<file path="config.mk">
export PLATFORM = sky130hd
export DESIGN_NAME = ps2_mouse_ctrl
export DESIGN_NICKNAME = d
export VERILOG_FILES = /design/src/rtl/ps2_mouse_ctrl.sv
export SDC_FILE = /design/constraint.sdc
export NUM_CORES = 1
export LEC_CHECK = 0
export CORE_AREA = 3 3 103 105
export CTS_CLUSTER_DIAMETER = 100
export CTS_CLUSTER_SIZE = 16
export DETAILED_ROUTE_END_ITERATION = 16
export DIE_AREA = 0 0 106 108
export GPL_ROUTABILITY_DRIVEN = 0
export PLACE_DENSITY = 0.66
export RECOVER_POWER = 50
export SYNTH_ARGS = -nofsm -noshare
export SYNTH_HDL_FRONTEND = slang
export SYNTH_SLANG_ARGS = --single-unit
</file>
<file path="constraint.sdc">
create_clock -name clk -period 10 [get_ports clk]
set_input_delay 2 -clock clk [delete_from_list [all_inputs] [get_ports clk]]
set_output_delay 2 -clock clk [all_outputs]
set_load 0.005 [all_outputs]
</file>
<file path="src/rtl/ps2_mouse_ctrl.sv">
// ---------------------------------------------------------------------------
// ps2_mouse_ctrl
//
// Brings up a PS/2 mouse and then turns its stream-mode bytes into
// 3-byte movement packets. It sits between the ps2_rx/ps2_tx PHY pair and
// the application logic that consumes mouse packets.
//
// Power-up handshake:
//   send 0xFF (reset), expect 0xFA (ack), 0xAA (self-test pass), 0x00 (id),
//   send 0xF4 (enable reporting), expect 0xFA (ack), then stream.
// A timeout or an unexpected byte in any wait state restarts the handshake
// from 0xFF. After MAX_RETRY failed attempts the block parks in ERROR until
// reset.
//
// Ports:
//   clk           system clock
//   reset_n       asynchronous reset, active low
//   rx_en         receive enable to ps2_rx
//   rx_data       received byte from ps2_rx
//   rx_done_tick  1-cycle strobe, rx_data valid
//   tx_wr         1-cycle write strobe to ps2_tx
//   tx_data       command byte to ps2_tx (holds between writes)
//   tx_idle       ps2_tx ready to accept a byte
//   tx_done_tick  1-cycle strobe, transmission complete
//   init_done     high while streaming
//   err           sticky init failure
//   btn           {middle, right, left}
//   dx, dy        9-bit two's complement movement
//   x_ov, y_ov    movement overflow flags
//   pkt_valid     1-cycle strobe, packet outputs updated
//
// States:
//   state      | meaning
//   IDLE       | one cycle after reset, then start init
//   SEND_RST   | wait for tx_idle, write 0xFF
//   WAIT_TX1   | wait for 0xFF to finish transmitting
//   WAIT_ACK1  | expect 0xFA
//   WAIT_BAT   | expect 0xAA (long self-test timeout)
//   WAIT_ID    | expect 0x00
//   SEND_EN    | wait for tx_idle, write 0xF4
//   WAIT_TX2   | wait for 0xF4 to finish transmitting
//   WAIT_ACK2  | expect 0xFA
//   STREAM_B1  | wait for packet header (bit3 must be set)
//   STREAM_B2  | wait for X byte
//   STREAM_B3  | wait for Y byte, publish packet
//   ERROR      | init failed MAX_RETRY times, only reset exits
// ---------------------------------------------------------------------------
module ps2_mouse_ctrl #(
    parameter int TIMEOUT_CYC     = 2_500_000,
    parameter int BAT_TIMEOUT_CYC = 50_000_000,
    parameter int PKT_GAP_CYC     = 200_000,
    parameter int MAX_RETRY       = 3
) (
    input  logic       clk,
    input  logic       reset_n,
    output logic       rx_en,
    input  logic [7:0] rx_data,
    input  logic       rx_done_tick,
    output logic       tx_wr,
    output logic [7:0] tx_data,
    input  logic       tx_idle,
    input  logic       tx_done_tick,
    output logic       init_done,
    output logic       err,
    output logic [2:0] btn,
    output logic [8:0] dx,
    output logic [8:0] dy,
    output logic       x_ov,
    output logic       y_ov,
    output logic       pkt_valid
);

    localparam int TMR_MAX_A = (TIMEOUT_CYC > BAT_TIMEOUT_CYC) ? TIMEOUT_CYC : BAT_TIMEOUT_CYC;
    localparam int TMR_MAX   = (TMR_MAX_A > PKT_GAP_CYC) ? TMR_MAX_A : PKT_GAP_CYC;
    localparam int TMR_W     = $clog2(TMR_MAX + 1);
    localparam int RTY_W     = (MAX_RETRY > 1) ? $clog2(MAX_RETRY) : 1;

    localparam logic [TMR_W-1:0] TMR_SAT  = TMR_W'(TMR_MAX);
    localparam logic [RTY_W-1:0] RTY_LAST = RTY_W'(MAX_RETRY - 1);

    localparam logic [7:0] CMD_RESET  = 8'hFF;
    localparam logic [7:0] CMD_ENABLE = 8'hF4;
    localparam logic [7:0] RSP_ACK    = 8'hFA;
    localparam logic [7:0] RSP_BAT    = 8'hAA;
    localparam logic [7:0] RSP_ID     = 8'h00;

    typedef enum logic [3:0] {
        IDLE,
        SEND_RST,
        WAIT_TX1,
        WAIT_ACK1,
        WAIT_BAT,
        WAIT_ID,
        SEND_EN,
        WAIT_TX2,
        WAIT_ACK2,
        STREAM_B1,
        STREAM_B2,
        STREAM_B3,
        ERROR
    } state_t;

    state_t           state, state_nxt;
    logic [TMR_W-1:0] tmr;
    logic [TMR_W-1:0] tmr_lim;
    logic [TMR_W:0]   tmr_inc;
    logic             tmr_exp;
    logic [RTY_W-1:0] retry, retry_nxt;
    logic             fail;

    // Header byte minus bit3, which is only a sync marker.
    logic [6:0]       hdr, hdr_nxt;
    logic [7:0]       b2, b2_nxt;

    logic             rx_en_nxt;
    logic             tx_wr_nxt;
    logic [7:0]       tx_data_nxt;
    logic             init_done_nxt;
    logic             err_nxt;
    logic [2:0]       btn_nxt;
    logic [8:0]       dx_nxt;
    logic [8:0]       dy_nxt;
    logic             x_ov_nxt;
    logic             y_ov_nxt;
    logic             pkt_valid_nxt;

    // Per-state timeout limit. SEND_* and STREAM_B1 never time out, so their
    // limit is irrelevant.
    always_comb begin
        tmr_lim = TMR_W'(TIMEOUT_CYC);
        case (state)
            WAIT_BAT:             tmr_lim = TMR_W'(BAT_TIMEOUT_CYC);
            STREAM_B2, STREAM_B3: tmr_lim = TMR_W'(PKT_GAP_CYC);
            default:              tmr_lim = TMR_W'(TIMEOUT_CYC);
        endcase
    end

    // tmr is 0 on the first cycle of a state, so the limit is reached after
    // exactly tmr_lim cycles in that state.
    assign tmr_inc = {1'b0, tmr} + {{TMR_W{1'b0}}, 1'b1};
    assign tmr_exp = (tmr_inc >= {1'b0, tmr_lim});

    always_ff @(posedge clk or negedge reset_n) begin
        if (!reset_n) begin
            state     <= IDLE;
            tmr       <= '0;
            retry     <= '0;
            hdr       <= '0;
            b2        <= '0;
            rx_en     <= 1'b0;
            tx_wr     <= 1'b0;
            tx_data   <= '0;
            init_done <= 1'b0;
            err       <= 1'b0;
            btn       <= '0;
            dx        <= '0;
            dy        <= '0;
            x_ov      <= 1'b0;
            y_ov      <= 1'b0;
            pkt_valid <= 1'b0;
        end else begin
            state <= state_nxt;
            if (state_nxt != state) begin
                tmr <= '0;
            end else if (tmr != TMR_SAT) begin
                tmr <= tmr + TMR_W'(1);
            end
            retry     <= retry_nxt;
            hdr       <= hdr_nxt;
            b2        <= b2_nxt;
            rx_en     <= rx_en_nxt;
            tx_wr     <= tx_wr_nxt;
            tx_data   <= tx_data_nxt;
            init_done <= init_done_nxt;
            err       <= err_nxt;
            btn       <= btn_nxt;
            dx        <= dx_nxt;
            dy        <= dy_nxt;
            x_ov      <= x_ov_nxt;
            y_ov      <= y_ov_nxt;
            pkt_valid <= pkt_valid_nxt;
        end
    end

    // A received byte always wins over a timeout expiring in the same cycle,
    // so every wait state checks rx_done_tick before tmr_exp.
    always_comb begin
        state_nxt     = state;
        retry_nxt     = retry;
        hdr_nxt       = hdr;
        b2_nxt        = b2;
        fail          = 1'b0;
        tx_wr_nxt     = 1'b0;
        tx_data_nxt   = tx_data;
        btn_nxt       = btn;
        dx_nxt        = dx;
        dy_nxt        = dy;
        x_ov_nxt      = x_ov;
        y_ov_nxt      = y_ov;
        pkt_valid_nxt = 1'b0;

        case (state)
            IDLE: state_nxt = SEND_RST;

            SEND_RST: begin
                if (tx_idle) begin
                    tx_wr_nxt   = 1'b1;
                    tx_data_nxt = CMD_RESET;
                    state_nxt   = WAIT_TX1;
                end
            end

            WAIT_TX1: begin
                if (tx_done_tick) state_nxt = WAIT_ACK1;
                else if (tmr_exp) fail = 1'b1;
            end

            WAIT_ACK1: begin
                if (rx_done_tick) begin
                    if (rx_data == RSP_ACK) state_nxt = WAIT_BAT;
                    else                    fail = 1'b1;
                end else if (tmr_exp) begin
                    fail = 1'b1;
                end
            end

            WAIT_BAT: begin
                if (rx_done_tick) begin
                    if (rx_data == RSP_BAT) state_nxt = WAIT_ID;
                    else                    fail = 1'b1;
                end else if (tmr_exp) begin
                    fail = 1'b1;
                end
            end

            WAIT_ID: begin
                if (rx_done_tick) begin
                    if (rx_data == RSP_ID) state_nxt = SEND_EN;
                    else                   fail = 1'b1;
                end else if (tmr_exp) begin
                    fail = 1'b1;
                end
            end

            SEND_EN: begin
                if (tx_idle) begin
                    tx_wr_nxt   = 1'b1;
                    tx_data_nxt = CMD_ENABLE;
                    state_nxt   = WAIT_TX2;
                end
            end

            WAIT_TX2: begin
                if (tx_done_tick) state_nxt = WAIT_ACK2;
                else if (tmr_exp) fail = 1'b1;
            end

            WAIT_ACK2: begin
                if (rx_done_tick) begin
                    if (rx_data == RSP_ACK) state_nxt = STREAM_B1;
                    else                    fail = 1'b1;
                end else if (tmr_exp) begin
                    fail = 1'b1;
                end
            end

            // Bytes without the bit3 marker cannot be a header; dropping them
            // lets the packet framing recover after a lost byte.
            STREAM_B1: begin
                if (rx_done_tick && rx_data[3]) begin
                    hdr_nxt   = {rx_data[7:4], rx_data[2:0]};
                    state_nxt = STREAM_B2;
                end
            end

            STREAM_B2: begin
                if (rx_done_tick) begin
                    b2_nxt    = rx_data;
                    state_nxt = STREAM_B3;
                end else if (tmr_exp) begin
                    state_nxt = STREAM_B1;
                end
            end

            STREAM_B3: begin
                if (rx_done_tick) begin
                    btn_nxt       = hdr[2:0];
                    dx_nxt        = {hdr[3], b2};
                    dy_nxt        = {hdr[4], rx_data};
                    x_ov_nxt      = hdr[5];
                    y_ov_nxt      = hdr[6];
                    pkt_valid_nxt = 1'b1;
                    state_nxt     = STREAM_B1;
                end else if (tmr_exp) begin
                    state_nxt = STREAM_B1;
                end
            end

            ERROR: state_nxt = ERROR;

            default: state_nxt = IDLE;
        endcase

        if (fail) begin
            if (retry == RTY_LAST) begin
                state_nxt = ERROR;
            end else begin
                retry_nxt = retry + RTY_W'(1);
                state_nxt = SEND_RST;
            end
        end

        rx_en_nxt     = state_nxt inside {WAIT_ACK1, WAIT_BAT, WAIT_ID, WAIT_ACK2,
                                          STREAM_B1, STREAM_B2, STREAM_B3};
        init_done_nxt = state_nxt inside {STREAM_B1, STREAM_B2, STREAM_B3};
        err_nxt       = (state_nxt == ERROR);
    end

endmodule

</file>
### Word level (Yosys, flattened, before mapping)

Cells that the tools add are included.
Widths: inputs -> output; s select.

| word-level totals | value |
|---|---|
| word-level logic and storage cells | 102 |
| output and inout bits | 36 |
| bits in registers | 83 |
| input port bits | 13 |

| operators by class | value |
|---|---|
| add/subtract/negate cells | 3 |
| equal/unequal tests | 27 |
| order comparisons | 1 |
| bitwise logic cells | 1 |
| multiplexer cells | 38 |
| reductions and logical operators | 16 |

Operators with widths:

| operator | number |
|---|---|
| $mux 4 | 18 |
| $mux 26 | 2 |
| $pmux 26 s2 | 1 |
| $pmux 4 s13 | 1 |
| $eq 4x4->1 const B | 10 |
| $add 26x1->27 const B | 1 |
| $ge 27x26->1 | 1 |
| $add 26x1->26 const B | 1 |
| $ne 26x26->1 const B | 1 |
| $eq 4x3->1 const B | 6 |
| $eq 8x8->1 const B | 2 |
| $mux 8 | 2 |
| $pmux 8 s2 | 1 |
| $eq 4x2->1 const B | 3 |
| $mux 1 | 12 |
| $logic_not 8->1 | 1 |
| $reduce_and 2->1 | 4 |
| $reduce_or 2->1 | 4 |
| $reduce_bool 7->1 | 1 |
| $eq 4x1->1 const B | 1 |
| $logic_not 4->1 | 1 |
| $ne 2x2->1 const B | 2 |
| $ne 4x4->1 | 1 |
| $pmux 1 s4 | 1 |
| other kinds (7) | 8 |

### Logic depth before layout (Yosys ltp)

| logic depth | value |
|---|---|
| word-level depth | 10 |
| gate-level depth with buffers | 17 |
| gate-level depth less buffers | 15 |

### Worst setup path after synthesis

No wires, ideal clock.

| timing | value |
|---|---|
| path kind | input-to-reg |
| start point | in rx_done_tick |
| end point | reg tmr[2] |
| arrival | 4.363 ns |
| slack | 5.557 ns |
| stages on the path | 11 |
| setup time | 0.080 ns |
| path buffers | 2 |
| required time | 9.920 ns |
| path through | clkbuf_1 -> inv_1 -> or3_1 -> a32oi_1 -> o21ai_0 -> or3_1 -> a2bb2oi_1 -> a211o_1 -> a221o_2 -> buf_6 -> nor3_4 |

| on the way | value |
|---|---|
| cells in the longest elaborated chain, start to end | 6 |
| elaborated cells on any way between the ends | 17 |
| those cells by class | eq/ne (1); mux (14); reduce/logical (2) |

RTL lines:

| item | line | RTL |
|---|---|---|
| start: declaration | 58 | `input logic rx_done_tick,` |
| $logic_and 1x1->1 | 270 | `if (rx_done_tick && rx_data[3]) begin` |
| $mux 4 | 270 |  |
| $pmux 4 s13 | 202 | `case (state)` |
| $mux 4 * | 304 | `if (fail) begin` |
| $ne 4x4->1 * | 163 | `if (state_nxt != state) begin` |
| $mux 26 or $reduce_bool 2->1 (tied branches) | - |  |
| end signal: assignment | 166 | `tmr <= tmr + TMR_W'(1);` |
| end: declaration | 104 | `logic [TMR_W-1:0] tmr;` |

Every way passes the cells marked *; elsewhere a longest branch is shown, timed or not.
A chain may end at the register's enable or synchronous reset.

==> flow_summary.json <==
{
  "power_density_nw_per_um2": 216,
  "synthesis.nets": 457,
  "cts_setup_buffers": 0,
  "cts_made_buffers": 9,
  "die_w_um": 106,
  "crit_buf_inv": 1,
  "cts-root-buf": "clkbuf_8",
  "slew_headroom_pct": -168,
  "drtIter0Drc": 195,
  "yosys_warnings": 0,
  "drv_cap": 1,
  "grt_overflow_total": 0,
  "max-clock-path-buffers": 2,
  "worst_pin_slew_ns": 4.01,
  "cts_max_level": 3,
  "ctsResizeCount": 0,
  "hold_path_class": "register to register",
  "postCtsHoldBufs": 0,
  "crit_path_cell_trace": "clkbuf_1",
  "syn_area_um2": 4370,
  "clk_latency_ns": 0.35,
  "synthAdderAreaFrac_pct": 6.01,
  "endpoint_kind": "async pin",
  "crit_required_ns": 9.53,
  "core-area_um2": 9730,
  "finalSetupViolations": 0,
  "min_period_ns": 5.31,
  "critPathTopFamily": "buffers and inverters",
  "finalWorstSetupSlack_ns": 4.69,
  "ant_nets": 0,
  "num_rows": 36,
  "cts_tree": "built",
  "critPathKind": "input pin to async pin",
  "async_flop_share_pct": 100,
  "avgSynthCellArea_um2": 10.3,
  "yosys_register_bits": 77,
  "synthToLayoutAreaGrowth_pct": 16.2,
  "antenna_found_initial": 0,
  "violations": "max-capacitance violations, max-slew violations",
  "nets": 495,
  "power.switching_w": 0.000409,
  "start_util_pct": 45.0,
  "final_area_um2": 5080,
  "hpwl_um": 6770,
  "viasPerCell": 5.50,
  "combPwrFrac_pct": 37.1,
  "grt_pass1_vias": 3369,
  "synthXorXnorAreaFrac_pct": 5.21,
  "crit_path_start_kind": "input pin",
  "io_buffers": 48,
  "synth-compound-area-share_pct": 9.18,
  "max_freq_mhz": 188,
  "yosys.area_share.simple_pct": 21.0,
  "slowest_delay_ns": 2.76,
  "grt_pass1_wl_um": 16400,
  "layout-drive-gt1-share_pct": 14.8,
  "syn_inst": 423,
  "rsz0062_at_grt": "false",
  "n_antenna_cell": 0,
  "fin_crit_sh_pct": 53.1,
  "synthMuxAreaShare_pct": 10.2,
  "pre_cts_slack_ns": 4.75,
  "synth_ff_type": "dfrtp_1",
  "ios": 49,
  "p_leak_nw": 2.28,
  "dieArea_um2": 11400,
  "p_int_w": 0.000688,
  "synth_top_family_by_area": "simple AND/OR/NAND/NOR gates",
  "drc_errors": 0,
  "grtUsageTotal_pct": 17.8,
  "clock-skew-final_ns": 0.0125,
  "crit_arrival_ns": 4.84,
  "placedInstanceArea_um2": 4900,
  "wire_per_inst_um": 15.9,
  "grt_start_max_net_pins": 78,
  "ys_seq_area_share_pct": 44.1,
  "synth.distinct_cells": 59,
  "swShare_pct": 37.3,
  "max-vdd-ir-drop_uv": 143,
  "cp_max_fo": 77,
  "path_clk_slew_ns": 0.09,
  "cts_sinks": 77,
  "seq_power_share_pct": 41.7,
  "setup_tns_ns": 0,
  "hold_violations": 0,
  "drt-total-wl_um": 9500,
  "first_pass_iters": 4,
  "crit_slowest_cell": "clkbuf_1",
  "status": "complete, but fails checks",
  "slew_violations": 78,
  "die_h_um": 108,
  "power.share.clock_pct": 21.2,
  "vias": 3297,
  "synth-edff-count": 0,
  "timing.hold.ws_ns": 0.508
}
[synthesized netlist by cell type, types with 10 or more instances]
| cell | count | share of area, % |
|---|---|---|
| ha_1 | 21 | 6.0 |
| nor2b_1 | 22 | 3.1 |
| inv_1 | 17 | 1.5 |
| clkbuf_1 | 12 | 1.0 |
| o21ai_0 | 13 | 1.5 |
| nand2_1 | 25 | 2.1 |
| nand3_1 | 15 | 1.7 |
| dfrtp_1 | 77 | 44 |
| xor2_1 | 10 | 2.0 |
| nand4_1 | 11 | 1.6 |
| mux2_2 | 38 | 9.8 |
| nor2_1 | 29 | 2.5 |
| a21oi_1 | 15 | 1.7 |
| xnor2_1 | 16 | 3.2 |
[cell type report]
| class | count | area [um2] |
|---|---|---|
| Clock inverter | 7 | 63.8 |
| Sequential cell | 77 | 1930 |
| Inverter | 17 | 63.8 |
| Tap cell | 133 | 166 |
| Clock buffer | 9 | 124 |
| Multi-Input combinational cell | 307 | 2260 |
| Fill cell | 886 | 4650 |
| Timing Repair Buffer | 49 | 478 |
[cells by family (layout without fill, tap and decap cells)]
logic type                 count (synthesis)  in the layout
muxes                                     40             40
AOI/OAI and AO/OA                         61             61
xor gates and xnor gates                  26             26
and+or+nand+nor                          159            159
DFF                                       77             77
buffers and inverters                     39             82
adders and majority gates                 21             21
[layout by cell type (no fill, tap or decap), types with 4 or more instances in the layout]
cell	netlist	layout
dlygate4sd3_1	0	15
a21o_1	5	5
nand2_1	25	25
nor4_1	5	5
xnor2_1	16	16
and3_1	8	8
or3_1	5	5
nor3_1	8	8
ha_1	21	21
nor2_1	29	28
clkbuf_8	0	9
a31oi_1	6	6
and4_1	4	4
mux2_2	38	38
inv_1	17	17
nand3_1	15	15
clkdlybuf4s50_1	0	32
or2_2	4	4
o21ai_0	13	13
xor2_1	10	10
dfrtp_1	77	77
nor2b_1	22	22
nand4_1	11	11
a21oi_1	15	15
[flip-flops by register name, indices dropped and copies added (netlist names), 2 cells and up]
signal and count:
dy 9, tx_data 2, btn 3, state 4, tmr 26, hdr 7, b2 8, retry 2
dx 9
[metal layers]
| layer | vias to the layer above | GRT usage (%) | wire length, um |
|---|---|---|---|
| li1 | 1581 | - | - |
| met1 | 1633 | 22.8 | 4240 |
| met2 | 77 | 30.1 | 4740 |
| met3 | 6 | 4.84 | 462 |
| met4 | 0 | 4.53 | 67 |
| met5 | - | 0 | 0 |
[metrics by stage]
stage,instances,utilization (%),power [W]
6_report,599,52.3,0.00110
5_1_grt,599,52.3,0.00118
4_1_cts,599,52.3,0.00111
3_5_place_dp,583,50.4,0.000879
3_3_place_gp,583,50.4,0.000869
2_1_floorplan,423,-,0.000732
[power by group through the flow]
stage / Clock [W] / Sequential, W / Combinational (W)
after global placement: 0 / 0.000461 / 0.000408
after floorplan: 0 / 0.000432 / 0.000300
after CTS: 0.000239 / 0.000458 / 0.000418
after detailed placement: 0 / 0.000464 / 0.000415
after global routing: 0.000253 / 0.000472 / 0.000457
final: 0.000232 / 0.000458 / 0.000407
[final timing paths]
path / start / to / slack [ns] / cells past startpoint
worst max-delay path: reset_n / dy[6]$_DFFE_PN0P_ / 4.69 / 1
worst min-delay path: b2[0]$_DFFE_PN0P_ / dx[0]$_DFFE_PN0P_ / 0.51 / 1
worst max register to register: tmr[1]$_DFFE_PN0P_ / tmr[7]$_DFFE_PN0P_ / 5.30 / 15
worst min register to register: b2[0]$_DFFE_PN0P_ / dx[0]$_DFFE_PN0P_ / 0.51 / 1
max in group clk: rx_done_tick / tmr[7]$_DFFE_PN0P_ / 5.07 / 10
min in group asynchronous: reset_n / tmr[9]$_DFFE_PN0P_ / 3.02 / 1
Power figures use the tool's default switching activity.
